### src/rtl/enemy_spawner_if.sv
// Handshake bundle between the game FSM (master) and the enemy spawner (slave).
interface enemy_spawner_if #(
   parameter int unsigned N_ENEMIES = 4
);
   logic                      start;
   logic                      pause;
   logic                      game_over;
   logic [N_ENEMIES-1:0]      en;
   logic [16*N_ENEMIES-1:0]   control;
   logic [2:0]                level;
   logic                      spawn_pulse;
   logic                      busy;

   modport master (
      output start, pause, game_over,
      input  en, control, level, spawn_pulse, busy
   );

   modport slave (
      input  start, pause, game_over,
      output en, control, level, spawn_pulse, busy
   );
endinterface

### src/rtl/enemy_spawner.sv
// Per-frame enemy slot scheduler: timed spawns, control-word refresh, difficulty ramp,
// pause and game-over handling.
module enemy_spawner #(
   parameter int unsigned N_ENEMIES     = 4,
   parameter int unsigned BASE_INTERVAL = 60,
   parameter int unsigned MIN_INTERVAL  = 16,
   parameter int unsigned INTERVAL_STEP = 8,
   parameter int unsigned LEVEL_FRAMES  = 600,
   parameter logic [15:0] LFSR_SEED     = 16'hACE1
) (
   input  logic           frame_clk,
   input  logic           rst,
   enemy_spawner_if.slave bus
);

   typedef enum logic [1:0] {StIdle, StRun, StPause} state_e;

   state_e                  state_q, state_d;
   logic [7:0]              timer_q, timer_d;
   logic [N_ENEMIES-1:0]    active_mask_q, active_mask_d;
   logic [16*N_ENEMIES-1:0] control_q, control_d;
   logic [2:0]              level_q, level_d;
   logic                    spawn_pulse_q, spawn_pulse_d;
   logic [15:0]             level_cnt_q, level_cnt_d;
   logic [2:0]              refresh_ptr_q, refresh_ptr_d;
   logic [15:0]             lfsr_q, lfsr_d;

   logic [9:0]              gen_col;
   logic [1:0]              lvl_sat;
   logic [15:0]             gen_word;
   logic signed [8:0]       interval_raw, interval_min;
   logic [7:0]              cur_interval;
   logic                    free_found;
   logic [2:0]              free_idx;
   logic                    do_spawn;

   always_comb begin
      gen_col = lfsr_q[9:0];
      if (lfsr_q[9:0] >= 10'd640) gen_col = lfsr_q[9:0] - 10'd640;
      lvl_sat  = (level_q > 3'd3) ? 2'd3 : level_q[1:0];
      gen_word = {3'b000, lvl_sat, lfsr_q[10], gen_col};
   end

   // Signed 9-bit arithmetic so a large level cannot wrap the interval upward.
   assign interval_raw = 9'(BASE_INTERVAL) - 9'(32'(level_q) * INTERVAL_STEP);
   assign interval_min = 9'(MIN_INTERVAL);
   assign cur_interval = (interval_raw < interval_min) ? 8'(MIN_INTERVAL) : interval_raw[7:0];

   always_comb begin
      free_found = 1'b0;
      free_idx   = '0;
      for (int k = N_ENEMIES - 1; k >= 0; k--) begin
         if (!active_mask_q[k]) begin
            free_found = 1'b1;
            free_idx   = 3'(k);
         end
      end
   end

   always_comb begin
      state_d       = state_q;
      timer_d       = timer_q;
      active_mask_d = active_mask_q;
      control_d     = control_q;
      level_d       = level_q;
      spawn_pulse_d = 1'b0;
      level_cnt_d   = level_cnt_q;
      refresh_ptr_d = refresh_ptr_q;
      do_spawn      = 1'b0;
      lfsr_d        = {1'b0, lfsr_q[15:1]} ^ (lfsr_q[0] ? 16'hB400 : 16'h0000);

      unique case (state_q)
         StIdle: begin
            if (bus.start) begin
               state_d       = StRun;
               timer_d       = 8'(BASE_INTERVAL - 1);
               active_mask_d = '0;
               level_d       = '0;
               level_cnt_d   = '0;
            end
         end
         StRun: begin
            if (bus.game_over) begin
               active_mask_d = '0;
               state_d       = StIdle;
            end else if (bus.pause) begin
               state_d = StPause;
            end else begin
               if (timer_q != 8'd0) begin
                  timer_d = timer_q - 8'd1;
               end else begin
                  timer_d  = cur_interval - 8'd1;
                  do_spawn = free_found;
               end
               spawn_pulse_d = do_spawn;
               for (int k = 0; k < N_ENEMIES; k++) begin
                  if (do_spawn && free_idx == 3'(k)) begin
                     active_mask_d[k]     = 1'b1;
                     control_d[16*k +: 16] = gen_word;
                  end
                  if (!do_spawn && refresh_ptr_q == 3'(k) && active_mask_q[k]) begin
                     control_d[16*k +: 16] = gen_word;
                  end
               end
               if (!do_spawn) begin
                  refresh_ptr_d = (refresh_ptr_q == 3'(N_ENEMIES - 1)) ? 3'd0
                                                                      : refresh_ptr_q + 3'd1;
               end
               if (level_cnt_q == 16'(LEVEL_FRAMES - 1)) begin
                  level_cnt_d = '0;
                  if (level_q != 3'd7) level_d = level_q + 3'd1;
               end else begin
                  level_cnt_d = level_cnt_q + 16'd1;
               end
            end
         end
         StPause: begin
            if (bus.game_over) begin
               active_mask_d = '0;
               state_d       = StIdle;
            end else if (!bus.pause) begin
               state_d = StRun;
            end
         end
         default: state_d = StIdle;
      endcase
   end

   always_ff @(posedge frame_clk) begin
      if (rst) begin
         state_q       <= StIdle;
         timer_q       <= '0;
         active_mask_q <= '0;
         control_q     <= '0;
         level_q       <= '0;
         spawn_pulse_q <= 1'b0;
         level_cnt_q   <= '0;
         refresh_ptr_q <= '0;
         lfsr_q        <= LFSR_SEED;
      end else begin
         state_q       <= state_d;
         timer_q       <= timer_d;
         active_mask_q <= active_mask_d;
         control_q     <= control_d;
         level_q       <= level_d;
         spawn_pulse_q <= spawn_pulse_d;
         level_cnt_q   <= level_cnt_d;
         refresh_ptr_q <= refresh_ptr_d;
         lfsr_q        <= lfsr_d;
      end
   end

   assign bus.en          = (state_q == StRun) ? active_mask_q : '0;
   assign bus.busy        = (state_q != StIdle);
   assign bus.control     = control_q;
   assign bus.level       = level_q;
   assign bus.spawn_pulse = spawn_pulse_q;

endmodule

### src/flat_wrapper.sv
// flat-port wrapper written by rule: the top's interface ports become plain ports
module enemy_spawner_flat 
#(
   parameter int unsigned N_ENEMIES     = 4,
   parameter int unsigned BASE_INTERVAL = 60,
   parameter int unsigned MIN_INTERVAL  = 16,
   parameter int unsigned INTERVAL_STEP = 8,
   parameter int unsigned LEVEL_FRAMES  = 600,
   parameter logic [15:0] LFSR_SEED     = 16'hACE1
)
  (frame_clk, rst, bus_start, bus_pause, bus_game_over, bus_en, bus_control, bus_level, bus_spawn_pulse, bus_busy);
  enemy_spawner_if #(.N_ENEMIES(N_ENEMIES)) bus_i ();
  input  logic frame_clk;
  input  logic rst;
  input wire logic [$bits(bus_i.start)-1:0] bus_start;
  input wire logic [$bits(bus_i.pause)-1:0] bus_pause;
  input wire logic [$bits(bus_i.game_over)-1:0] bus_game_over;
  output wire logic [$bits(bus_i.en)-1:0] bus_en;
  output wire logic [$bits(bus_i.control)-1:0] bus_control;
  output wire logic [$bits(bus_i.level)-1:0] bus_level;
  output wire logic [$bits(bus_i.spawn_pulse)-1:0] bus_spawn_pulse;
  output wire logic [$bits(bus_i.busy)-1:0] bus_busy;
  assign bus_i.start = bus_start;
  assign bus_i.pause = bus_pause;
  assign bus_i.game_over = bus_game_over;
  assign bus_en = bus_i.en;
  assign bus_control = bus_i.control;
  assign bus_level = bus_i.level;
  assign bus_spawn_pulse = bus_i.spawn_pulse;
  assign bus_busy = bus_i.busy;
  enemy_spawner #(.N_ENEMIES(N_ENEMIES), .BASE_INTERVAL(BASE_INTERVAL), .MIN_INTERVAL(MIN_INTERVAL), .INTERVAL_STEP(INTERVAL_STEP), .LEVEL_FRAMES(LEVEL_FRAMES), .LFSR_SEED(LFSR_SEED)) u_core (.frame_clk(frame_clk), .rst(rst), .bus(bus_i));
endmodule
### config.mk
export PLATFORM = sky130hd
export DESIGN_NAME = enemy_spawner_flat
export DESIGN_NICKNAME = d
export VERILOG_FILES = /design/src/rtl/enemy_spawner_if.sv /design/src/rtl/enemy_spawner.sv /design/src/flat_wrapper.sv
export SDC_FILE = /design/constraint.sdc
export NUM_CORES = 1
export LEC_CHECK = 0
export CAP_MARGIN = 20
export CORE_MARGIN = 8
export CORE_UTILIZATION = 40
export DETAILED_ROUTE_END_ITERATION = 12
export SYNTH_ARGS = -nofsm -noshare
export SYNTH_HDL_FRONTEND = slang
export SYNTH_SLANG_ARGS = --single-unit
### constraint.sdc
create_clock -name frame_clk -period 4.1 [get_ports frame_clk]
set_clock_uncertainty 0.05 [all_clocks]
set_input_delay 1.025 -clock frame_clk [delete_from_list [all_inputs] [get_ports frame_clk]]
set_output_delay 1.025 -clock frame_clk [all_outputs]
set_load 0.02 [all_outputs]
==> metrics.md <==
| Metric | Value |
|---|---|
| Root Buffer | `clkbuf_16` |
| Global-route usage over all layers | `14.37%` |
| Slew headroom | `31.07%` |
| Setup TNS | `0 ps` |
| Peak supply drop | `0.3097 mV` |
| Filler Cell Count | `1039` |
| Number of synthesized flops with an enable pin | `0` |
| Drt first pass iters | `4` |
| End of the critical path | `bus_en[0]` |
| Overflow after GRT | `0` |
| Yosys top cell by area | `dfxtp_1` |
| Syn-to-layout area delta | `22.82%` |
| Unrepaired setup endpoints after global routing | `no` |
| Pwr dens | `369.7 nW/um^2` |
| Setup crit start kind | `register` |
| Max Freq | `330.4 MHz` |
| Postcts setup bufs | `0` |
| Hold_sp | `u_core.lfsr_q[12]` |
| Place WS | `767.4 ps` |
| Largest net degree at the start of global routing | `36` |
| Clk buf depth | `2` |
| Routed vias | `3572` |
| Detailed Route WL | `10.39 mm` |
| Arrival @ worst endpoint | `1950 ps` |
| Register area share after synthesis | `46.36%` |
| Tightest Pin Transition | `1031 ps` |
| Syn_area_per_cell | `9.273 um^2` |
| Starting Density | `40.40%` |
| CTS Buf Count | `9` |
| Crit Reg-Reg Startpoint | `u_core.timer_q[2]` |
| Multi-input logic area | `2241 um^2` |
| FF/Latch Area | `2102 um^2` |
| Final slew viol count | `0` |
| Number of vias per cell | `5.140` |
| Post-layout min period | `3027 ps` |
| Detailed Route Iter0 Violations | `231` |
| Total number of H-tree levels | `3` |
| Share of the synthesized area in the top cell type | `46.36%` |
| GPL Wtd Cong | `0.8250` |
| Die area | `15000 um^2` |
| Chip Width | `122.5 um` |
| DRC viols | `0` |
| CP Capture Type | `primary output` |
| Leakage | `2.163 nW` |
| Largest cells by area after synthesis | `dfxtp_1, mux2i_1, nor2_1` |
| Clk pwr share | `41.3%` |
| Syn. warnings | `0` |
| Reg2Reg Depth | `6` |
| Clk_lat worst skew | `350 ps` |
| Post-CTS sizing | `0` |
| Clock Sink Count | `105` |
| Vert. Die Dim | `122.5 um` |
| Status | `completed` |
| Pint | `1.527 mW` |
| Setup violators final | `0` |
| IO Port Bufs | `65` |
| DR WL/cell | `14.95 um` |
| CP Launch Point | `u_core.state_q[0]` |
| Post-synthesis cell type count | `53` |
| Cells after Synth | `489` |
| Rows | `39` |
| PnR worst setup slack | `1073 ps` |
| Post-DRT Antenna Nets | `0` |
| Crit share post-route | `73.82%` |
| Synth Flop Type | `dfxtp_1` |
| Final #Nets | `562` |
| Reg2reg end | `u_core.bus.control[43]` |
| First-pass GRT wire length | `17.48 mm` |
| Ports | `78` |
| Worst Hold Class | `reg -> reg` |
| Antenna diode count | `0` |
| Comb pwr share | `7.2%` |
| CTS Hold Bufs | `0` |
| Setup Crit Path Kind | `reg -> out` |
| Flop2flop setup slack | `1780 ps` |
| Reg power frac | `51.5%` |
| Cell Area, Synth | `4534 um^2` |
| Fin. Hold Viols | `0` |
| Number of global-route vias before repair | `3537` |
| Share of synthesized registers carrying an async set or reset | `0%` |
| Required time of the critical path | `3020 ps` |
| Net Sw Frac | `25.81%` |
| CP max FO | `10` |
| Proportion of layout cells with a drive suffix above 1 | `7.971%` |
| Max-cap violations | `0` |
| Synthesized flop and latch total | `105` |
| Initial antenna violation count | `0` |
| Clock transition at path regs | `80 ps` |
| Net switching power | `0.5314 mW` |
| Core Region | `11220 um^2` |
| CTS tree | `yes` |
| Detail Placement HPWL | `7.420 mm` |
[area by class of cell]
type | count | area share, %
clock buffer | 9 | 4.044
clock inverter | 7 | 1.281
inverter | 12 | 0.8088
multi-input combinational | 346 | 40.24
sequential | 105 | 37.74
tap | 143 | 3.213
timing repair buffer | 73 | 12.67
[state kept, by name (all words and copies together), names as in the netlist]
signal,cells
u_core.bus.level,3
u_core.refresh_ptr_q,3
u_core.bus.control,52
u_core.state_q,2
u_core.timer_q,8
u_core.level_cnt_q,16
u_core.bus.spawn_pulse,1
u_core.lfsr_q,16
u_core.active_mask_q,4
[layer usage]
layer,up-vias,wire length [um],track usage [%]
li1,1795,-,-
met1,1696,4505,16.47
met2,70,5148,24.77
met3,11,620,4.784
met4,0,118,4.646
met5,-,0,0
[cell families after synthesis]
logic type / after synthesis / synth area share (%)
buffers and inverters: 49 / 5.298
xor gates and xnor gates: 15 / 2.897
AOI/OAI and AO/OA: 68 / 9.576
other: 1 / 0.08270
adders and majority gates: 10 / 2.759
DFF: 105 / 46.36
and+or+nand+nor: 200 / 23.98
muxes: 41 / 9.051
[worst max-delay path, stage by stage (launching register included)]
cell,delay (ps)
dfxtp_1,470
nor2b_1,350
and2_1,180
clkdlybuf4s50_1,600
[stage by stage]
step | power, mW | hold WS [ps] | instances | area [um^2] | util [%]
final | 2.059 | 371.5 | 695 | 5569 | 49.62
after global routing | 2.154 | 414.6 | 695 | 5569 | 49.62
after CTS | 2.087 | 375.1 | 695 | 5569 | 49.62
after detailed placement | 1.231 | 352.0 | 679 | 5273 | 46.98
after global placement | 1.228 | 355.0 | 679 | 5273 | 46.98
after floorplan | 1.198 | 339.5 | 500 | 4576 | -
[synth_stat cells, types with 4 or more instances]
library cell and instances:
a211oi_1 5, a21oi_1 12, and2_1 4, and3_1 6, buf_2 6, buf_4 13
clkbuf_1 18, dfxtp_1 105, ha_1 10, inv_1 12, mux2i_1 41, nand2_1 13
nand2b_1 13, nand3_1 14, nand3b_1 14, nand4_1 8, nor2_1 74, nor2b_1 11
nor3_1 8, nor4_1 7, o21ai_0 29, or2_2 8, xnor2_1 8, xor2_1 7
[layout by cell type, fill, tap and decap left out, types with 4 or more instances in the layout]
| cell type | n |
|---|---|
| nand4_1 | 8 |
| nor2b_1 | 11 |
| clkbuf_16 | 9 |
| ha_1 | 10 |
| o21ai_0 | 29 |
| nor3_1 | 8 |
| nor2_1 | 74 |
| inv_8 | 4 |
| nand2_1 | 13 |
| conb_1 | 12 |
| mux2i_1 | 41 |
| clkdlybuf4s50_1 | 64 |
| dfxtp_1 | 105 |
| nor4_1 | 7 |
| xor2_1 | 7 |
| nand3_1 | 14 |
| xnor2_1 | 8 |
| nand2b_1 | 13 |
| inv_1 | 12 |
| buf_4 | 8 |
| a211oi_1 | 5 |
| a21oi_1 | 12 |
| nand3b_1 | 14 |
| or2_2 | 8 |
| and3_1 | 6 |
| and2_1 | 4 |
[worst min path at each step]
stage / slack (ps) / endpoint / cells after the start
after floorplan: 340 / u_core.lfsr_q[11] / 1
final: 370 / u_core.lfsr_q[11] / 1
after global routing: 410 / u_core.lfsr_q[11] / 1
after global placement: 350 / u_core.lfsr_q[11] / 1
after CTS: 380 / u_core.lfsr_q[11] / 1
after detailed placement: 350 / u_core.lfsr_q[11] / 1
[power by group through the flow]
stage               Combinational [mW]  Clock [mW]  Sequential, mW
global route                     0.165       0.925            1.06
detailed placement               0.147           0            1.08
floorplan                        0.120           0            1.08
finish                           0.148       0.851            1.06
global placement                 0.145           0            1.08
CTS                              0.148       0.879            1.06
No activity file was read; power rests on OpenSTA's default activity.
